--- config.mk ---
export PLATFORM = sky130hd
export DESIGN_NAME = div8_seq_flat
export DESIGN_NICKNAME = d
export VERILOG_FILES = /design/src/rtl/div8_seq_pkg.sv /design/src/rtl/div8_seq_if.sv /design/src/rtl/div8_seq_subw.sv /design/src/rtl/div8_seq.sv /design/src/flat_wrapper.sv
export SDC_FILE = /design/constraint.sdc
export NUM_CORES = 1
export LEC_CHECK = 0
export BUFFER_PORTS_ARGS = -buffer_cell sky130_fd_sc_hd__buf_2
export CAP_MARGIN = 20
export CORE_ASPECT_RATIO = 1.1
export CORE_UTILIZATION = 49
export CTS_CLUSTER_DIAMETER = 40
export DETAILED_ROUTE_END_ITERATION = 12
export PLACE_DENSITY = 0.8
export SLEW_MARGIN = 20
export SYNTH_ARGS = -nofsm -noshare
export SYNTH_HDL_FRONTEND = slang
export SYNTH_SLANG_ARGS = --single-unit
--- constraint.sdc ---
create_clock -name clk -period 12.1 [get_ports clk]
set_input_delay 1.815 -clock clk [delete_from_list [all_inputs] [get_ports clk]]
set_output_delay 1.815 -clock clk [all_outputs]
set_load 0.01 [all_outputs]
--- src/rtl/div8_seq_pkg.sv ---
// Shared definitions for the sequential restoring divider: state encoding,
// default operand width, counter sizing and the divide-by-zero quotient.
package div_pkg;

    // Default operand / quotient / remainder width.
    localparam int DIV_WIDTH = 8;

    // Width of the iteration counter, which must be able to count to WIDTH.
    function automatic int div_cnt_width(input int width);
        return $clog2(width + 1);
    endfunction

    localparam int DIV_CNT_W = div_cnt_width(DIV_WIDTH);

    // Quotient reported on divide-by-zero. The value is wide so that it can
    // be cast down to any supported WIDTH and still be all ones.
    localparam logic [63:0] DIV_DBZ_ALL_ONES = '1;

    // Controller states.
    typedef enum logic [1:0] {
        IDLE,
        RUN,
        DONE
    } div_state_e;

endpackage

--- src/rtl/div8_seq_if.sv ---
// Start/busy/done handshake bundle between the ALU control logic (master)
// and the sequential divider (slave).
interface div8_seq_if
    import div_pkg::*;
#(
    parameter int WIDTH = DIV_WIDTH
);
    logic             start;
    logic [WIDTH-1:0] dividend;
    logic [WIDTH-1:0] divisor;
    logic             busy;
    logic             done;
    logic [WIDTH-1:0] quotient;
    logic [WIDTH-1:0] remainder;
    logic             div_by_zero;

    modport master (
        output start, dividend, divisor,
        input  busy, done, quotient, remainder, div_by_zero
    );

    modport slave (
        input  start, dividend, divisor,
        output busy, done, quotient, remainder, div_by_zero
    );

endinterface

--- src/rtl/div8_seq_subw.sv ---
// Parameterised ripple-carry subtractor: a - b computed as a + ~b + 1.
// borrow is the inverse of the final carry out.
module subw #(
    parameter int W = 9
) (
    input  logic [W-1:0] a,
    input  logic [W-1:0] b,
    output logic [W-1:0] diff,
    output logic         borrow
);

    logic [W-1:0] b_n;
    logic [W:0]   carry;

    assign b_n = ~b;

    // Ripple the carry through one full adder per bit, carry-in fixed at 1.
    always_comb begin
        carry    = '0;
        diff     = '0;
        carry[0] = 1'b1;
        for (int i = 0; i < W; i++) begin
            diff[i]      = a[i] ^ b_n[i] ^ carry[i];
            carry[i + 1] = (a[i] & b_n[i]) | (carry[i] & (a[i] ^ b_n[i]));
        end
    end

    assign borrow = ~carry[W];

endmodule

--- src/rtl/div8_seq.sv ---
// Sequential restoring divider: one quotient bit per clock by shift and
// subtract, with a start/busy/done handshake and a divide-by-zero flag.
module div8_seq
    import div_pkg::*;
#(
    parameter int WIDTH = DIV_WIDTH
) (
    input logic        clk,
    input logic        rst_n,
    div8_seq_if.slave  bus
);

    localparam int               CNT_W     = div_cnt_width(WIDTH);
    localparam logic [CNT_W-1:0] LAST_STEP = CNT_W'(WIDTH - 1);

    div_state_e       state_q, state_d;
    logic [CNT_W-1:0] cnt_q, cnt_d;
    logic [WIDTH:0]   prem_q, prem_d;
    logic [WIDTH-1:0] q_q, q_d;
    logic [WIDTH-1:0] divisor_q, divisor_d;
    logic [WIDTH-1:0] quotient_q, quotient_d;
    logic [WIDTH-1:0] remainder_q, remainder_d;
    logic             dbz_q, dbz_d;
    logic             busy_q, busy_d;
    logic             done_q, done_d;

    logic [WIDTH:0]   shifted;
    logic [WIDTH:0]   sub_diff;
    logic             sub_borrow;
    logic [WIDTH:0]   prem_next;
    logic [WIDTH-1:0] q_next;
    logic             unused_prem_msb;

    // Bring the next dividend bit into the partial remainder and trial-subtract.
    assign shifted = {prem_q[WIDTH-1:0], q_q[WIDTH-1]};

    subw #(
        .W (WIDTH + 1)
    ) u_subw (
        .a      (shifted),
        .b      ({1'b0, divisor_q}),
        .diff   (sub_diff),
        .borrow (sub_borrow)
    );

    // Restore on borrow; the quotient bit is the inverse of the borrow.
    assign prem_next = sub_borrow ? shifted : sub_diff;
    assign q_next    = {q_q[WIDTH-2:0], ~sub_borrow};

    // A kept partial remainder is always below the divisor, so its top bit
    // is zero and never feeds the next shift.
    assign unused_prem_msb = prem_q[WIDTH];

    // Next-state, datapath and registered-output computation.
    always_comb begin
        state_d     = state_q;
        cnt_d       = cnt_q;
        prem_d      = prem_q;
        q_d         = q_q;
        divisor_d   = divisor_q;
        quotient_d  = quotient_q;
        remainder_d = remainder_q;
        dbz_d       = dbz_q;
        busy_d      = 1'b0;
        done_d      = 1'b0;

        case (state_q)
            IDLE, DONE: begin
                if (bus.start) begin
                    divisor_d = bus.divisor;
                    q_d       = bus.dividend;
                    prem_d    = '0;
                    cnt_d     = '0;
                    dbz_d     = 1'b0;
                    if (bus.divisor == '0) begin
                        state_d     = DONE;
                        done_d      = 1'b1;
                        quotient_d  = WIDTH'(DIV_DBZ_ALL_ONES);
                        remainder_d = bus.dividend;
                        dbz_d       = 1'b1;
                    end else begin
                        state_d = RUN;
                        busy_d  = 1'b1;
                    end
                end else begin
                    state_d = IDLE;
                end
            end
            RUN: begin
                prem_d = prem_next;
                q_d    = q_next;
                cnt_d  = cnt_q + CNT_W'(1);
                if (cnt_q == LAST_STEP) begin
                    state_d     = DONE;
                    done_d      = 1'b1;
                    quotient_d  = q_next;
                    remainder_d = prem_next[WIDTH-1:0];
                end else begin
                    busy_d = 1'b1;
                end
            end
            default: begin
                state_d = IDLE;
            end
        endcase
    end

    // State and datapath registers with synchronous active-low reset.
    always_ff @(posedge clk) begin
        if (!rst_n) begin
            state_q     <= IDLE;
            cnt_q       <= '0;
            prem_q      <= '0;
            q_q         <= '0;
            divisor_q   <= '0;
            quotient_q  <= '0;
            remainder_q <= '0;
            dbz_q       <= 1'b0;
            busy_q      <= 1'b0;
            done_q      <= 1'b0;
        end else begin
            state_q     <= state_d;
            cnt_q       <= cnt_d;
            prem_q      <= prem_d;
            q_q         <= q_d;
            divisor_q   <= divisor_d;
            quotient_q  <= quotient_d;
            remainder_q <= remainder_d;
            dbz_q       <= dbz_d;
            busy_q      <= busy_d;
            done_q      <= done_d;
        end
    end

    assign bus.busy        = busy_q;
    assign bus.done        = done_q;
    assign bus.quotient    = quotient_q;
    assign bus.remainder   = remainder_q;
    assign bus.div_by_zero = dbz_q;

endmodule
--- src/flat_wrapper.sv ---
// flat-port wrapper written by rule: the top's interface ports become plain ports
module div8_seq_flat import div_pkg::*;
#(
    parameter int WIDTH = DIV_WIDTH
)
  (clk, rst_n, bus_start, bus_dividend, bus_divisor, bus_busy, bus_done, bus_quotient, bus_remainder, bus_div_by_zero);
  div8_seq_if #(.WIDTH(WIDTH)) bus_i ();
  input logic clk;
  input logic rst_n;
  input wire logic [$bits(bus_i.start)-1:0] bus_start;
  input wire logic [$bits(bus_i.dividend)-1:0] bus_dividend;
  input wire logic [$bits(bus_i.divisor)-1:0] bus_divisor;
  output wire logic [$bits(bus_i.busy)-1:0] bus_busy;
  output wire logic [$bits(bus_i.done)-1:0] bus_done;
  output wire logic [$bits(bus_i.quotient)-1:0] bus_quotient;
  output wire logic [$bits(bus_i.remainder)-1:0] bus_remainder;
  output wire logic [$bits(bus_i.div_by_zero)-1:0] bus_div_by_zero;
  assign bus_i.start = bus_start;
  assign bus_i.dividend = bus_dividend;
  assign bus_i.divisor = bus_divisor;
  assign bus_busy = bus_i.busy;
  assign bus_done = bus_i.done;
  assign bus_quotient = bus_i.quotient;
  assign bus_remainder = bus_i.remainder;
  assign bus_div_by_zero = bus_i.div_by_zero;
  div8_seq #(.WIDTH(WIDTH)) u_core (.clk(clk), .rst_n(rst_n), .bus(bus_i));
endmodule
==> summary.txt <==
Placed design
  – GP Congestion: between 0.7 and 0.8
  – Post-DP HPWL: roughly 3.3 mm
  – Port bufs: 37

Clocking
  – Clock H-tree levels: 2
  – CTS Buffer Depth: 2
  – Clock slew at reported path FFs: approximately 0.09 ns
  – CTS tree: built
  – Total CTS buffers: 5
  – Worst-skew pair later-pin latency: 0.30 ns
  – PostCTS Resize Cnt: 0
  – Num Clock Sinks: a little under 50
  – Cts hold-fix bufs: 0
  – Post-CTS setup-driven buffer insertion count: 0
  – Root Buffer: clkbuf_8

STA
  – Total negative slack: 0 ns
  – Max transition margin: 34.2%
  – RSZ-0062 raised after global routing: false
  – Crit share post-route: between 30% and 40%
  – Max Fclk: 233 MHz
  – Max Slew Vio Count: 0
  – Final setup vio count: 0
  – Least-Margin Pin Slew: just under 1 ns
  – Final hold violations: 0
  – Min Clock Period, post-route: around 4.3 ns
  – Clock skew: 0.00681 ns

Route
  – Vias: between 1.5k and 2k
  – Pre-Repair DR Iteration Count: 4
  – Initial DRC count: 98
  – DRC Markers: 0
  – Mean routed wirelength per cell: approximately 15 um
  – Remaining antenna violation count: 0
  – WL final: about 4.8 mm
  – Vias per cell: between 5 and 6

Synth
  – Syn Area/Cell: slightly above 9 sq um
  – Mapped Area: about 0.0022 sq mm
  – Async set-or-reset flop fraction in the synthesized netlist: 0%
  – Synth unique cells: 35
  – Yosys warning total: 0
  – Synth Register Bits: just under 50
  – Mapped Cells: roughly 250
  – Register area share after synthesis: between 40% and 50%
  – Post-Syn Nets: approximately 270
  – Post-synth EDFFs: 0
  – Leading register cell type out of synthesis: dfxtp_1

Final layout
  – Final-layout fill cell count: approximately 380
  – Final nets: 300
  – Most common library cell in the layout ignoring fill and taps: nand2_1
  – Most frequent cells in the layout: nand2_1 (55), dfxtp_1 (49), buf_2 (37)
  – Final core utilization: between 50 and 60%
  – Layout cell share with drive strength beyond 1: about a fifth
  – Synth-to-layout area growth: 11.8%
  – ANT cells: 0

Worst setup path
  – CP bufs+invs: 3
  – CP delay by family, top: adder cells
  – Worst-path maximum fanout: 17
  – CP dominant cell by count: fa_1
  – CP startpoint kind: flip-flop
  – Crit-path max cell delay: roughly 0.48 ns
  – R2R depth: 15
  – Critical Path AT: around 4.5 ns
  – Critical path class: flip-flop to flip-flop
  – CP cell instances: inv_1 > ha_1 > fa_1 > fa_1 > fa_1 > fa_1 > inv_1 > fa_1 > fa_1 > inv_1 > fa_1 > nand2b_1 > mux2_2 > o221ai_1 > o21ai_0
  – Worst path slowest cell: nand2b_1
  – Critical path depth: 15
  – Setup crit end kind: flip-flop
  – Crit path required time: about 12 ns

Worst hold path
  – Worst Hold Class: flip-flop to flip-flop
  – Hold depth: 2

Power and ir drop
  – Psw: between 0.09 and 0.1 mW
  – PD cells: between 100 and 150 mW/mm^2
  – Int Pwr: 0.237 mW
  – Peak supply drop: ~0.000087 V
  – Leakage power: 1.11 nW
  – Net Sw Frac: around 29%
  – Comb pwr share: 19.5%
  – Clk pwr share: 27.9%
  – Flop pwr share: 52.7%

Die
  – Core footprint: around 0.0043 sq mm
  – Initial Util: about half
  – Die area: 0.00485 sq mm
  – Io pins: 38
  – Die W: 66.5 um
  – Row cnt: 25
  – Die height: about 73 um

Global route
  – Initial antenna violation count: 0
  – Vias in the first global route: between 1.5k and 2k
  – Global route overflow: 0
  – GR Util All Layers: between 20% and 30%
  – Largest net degree at the start of global routing: 52
  – First-pass GRT wire length: approximately 8 mm

Run status
  – Status: completed

Job
  – Max-Cap Viols: 0
## metrics by stage
stage / worst slack [ns] / cell area (sq um) / power [mW] / std cells / hold slack [ns]
4_1_cts: 7.85 / 2500 / 0.337 / 327 / 0.471
3_3_place_gp: 7.96 / 2420 / 0.242 / 319 / 0.453
6_report: 7.82 / 2500 / 0.335 / 327 / 0.465
2_1_floorplan: 8.26 / 2240 / 0.227 / 245 / 0.443
3_5_place_dp: 7.87 / 2420 / 0.244 / 319 / 0.459
5_1_grt: 7.56 / 2500 / 0.352 / 327 / 0.490
## area by class of cell
class | instances | area (sq um) | area share (%)
inverter | 10 | 37.5 | 1.50
clock buffer | 7 | 76.3 | 3.05
sequential | 49 | 981 | 39.2
clock inverter | 1 | 7.51 | 0.300
multi-input combinational | 166 | 1130 | 45.0
timing repair buffer | 40 | 208 | 8.29
tap | 54 | 67.6 | 2.70
## power groups by stage
stage | clock network, mW | registers, mW | logic, mW
2_1_floorplan | 0 | 0.178 | 0.0492
3_3_place_gp | 0 | 0.180 | 0.0621
3_5_place_dp | 0 | 0.180 | 0.0638
4_1_cts | 0.0960 | 0.176 | 0.0646
5_1_grt | 0.101 | 0.177 | 0.0735
6_report | 0.0932 | 0.176 | 0.0651
## path summary, 6_finish.rpt
| check | from | endpoint | slack (ns) |
|---|---|---|---|
| setup / recovery | u_core.q_q[7]$_SDFFE_PN0P_ | u_core.bus.remainder[6]$_SDFFE_PN0P_ | 7.82 |
| hold reg to reg | u_core.divisor_q[6]$_SDFFE_PN0P_ | u_core.divisor_q[6]$_SDFFE_PN0P_ | 0.47 |
| setup reg to reg | u_core.q_q[7]$_SDFFE_PN0P_ | u_core.bus.remainder[6]$_SDFFE_PN0P_ | 7.82 |
| hold / removal | u_core.divisor_q[6]$_SDFFE_PN0P_ | u_core.divisor_q[6]$_SDFFE_PN0P_ | 0.47 |
## worst reg2reg max path, delay by kind of cell (launching register included)
family / cells / cell delay (ns)
multiplexers: 1 / 0.42
buffers and inverters: 3 / 0.19
flip-flops: 1 / 0.33
AND/OR/NAND/NOR: 1 / 0.48
AO/OA/AOI/OAI: 2 / 0.29
adder cells (fa/ha/maj): 8 / 2.45
## cells in the mapped netlist, types with 2 or more instances
library cell	n	area, sq um
o21a_1	2	15.0
o211ai_1	7	52.6
a21oi_1	2	10.0
a21boi_0	17	128
nand2_1	55	206
fa_1	7	140
ha_1	2	25.0
nand3_1	6	30.0
o21ai_0	6	30.0
mux2_2	2	22.5
o221ai_1	3	26.3
o31ai_1	6	45.0
a31oi_1	6	37.5
o211a_1	7	70.1
dfxtp_1	49	981
and2_1	6	37.5
nor2b_1	5	31.3
clkbuf_1	18	67.6
inv_1	10	37.5
o221a_2	8	90.1
nand2b_1	3	18.8
nor2_1	5	18.8
## cells by family after synthesis
group / share of synthesized area, %
mux: 1.45
fa+ha+maj: 7.37
simple gates: 18.4
buf+inv: 5.87
flops: 43.8
compound gates: 23.1
## state kept, by name, summed over array words and instances (netlist names)
register / flops
u_core.q_q: 8
u_core.cnt_q: 4
u_core.prem_q: 8
u_core.bus.done: 1
u_core.state_q: 2
u_core.divisor_q: 8
u_core.bus.busy: 1
u_core.bus.quotient: 8
u_core.bus.remainder: 8
u_core.bus.div_by_zero: 1
## routing by layer
layer,track usage (%),part of all wire (%)
met5,0,0
met3,3.13,3.7
met4,7.33,2.2
met1,30.3,47
met2,35.7,47
Power figures use the tool's default switching activity.
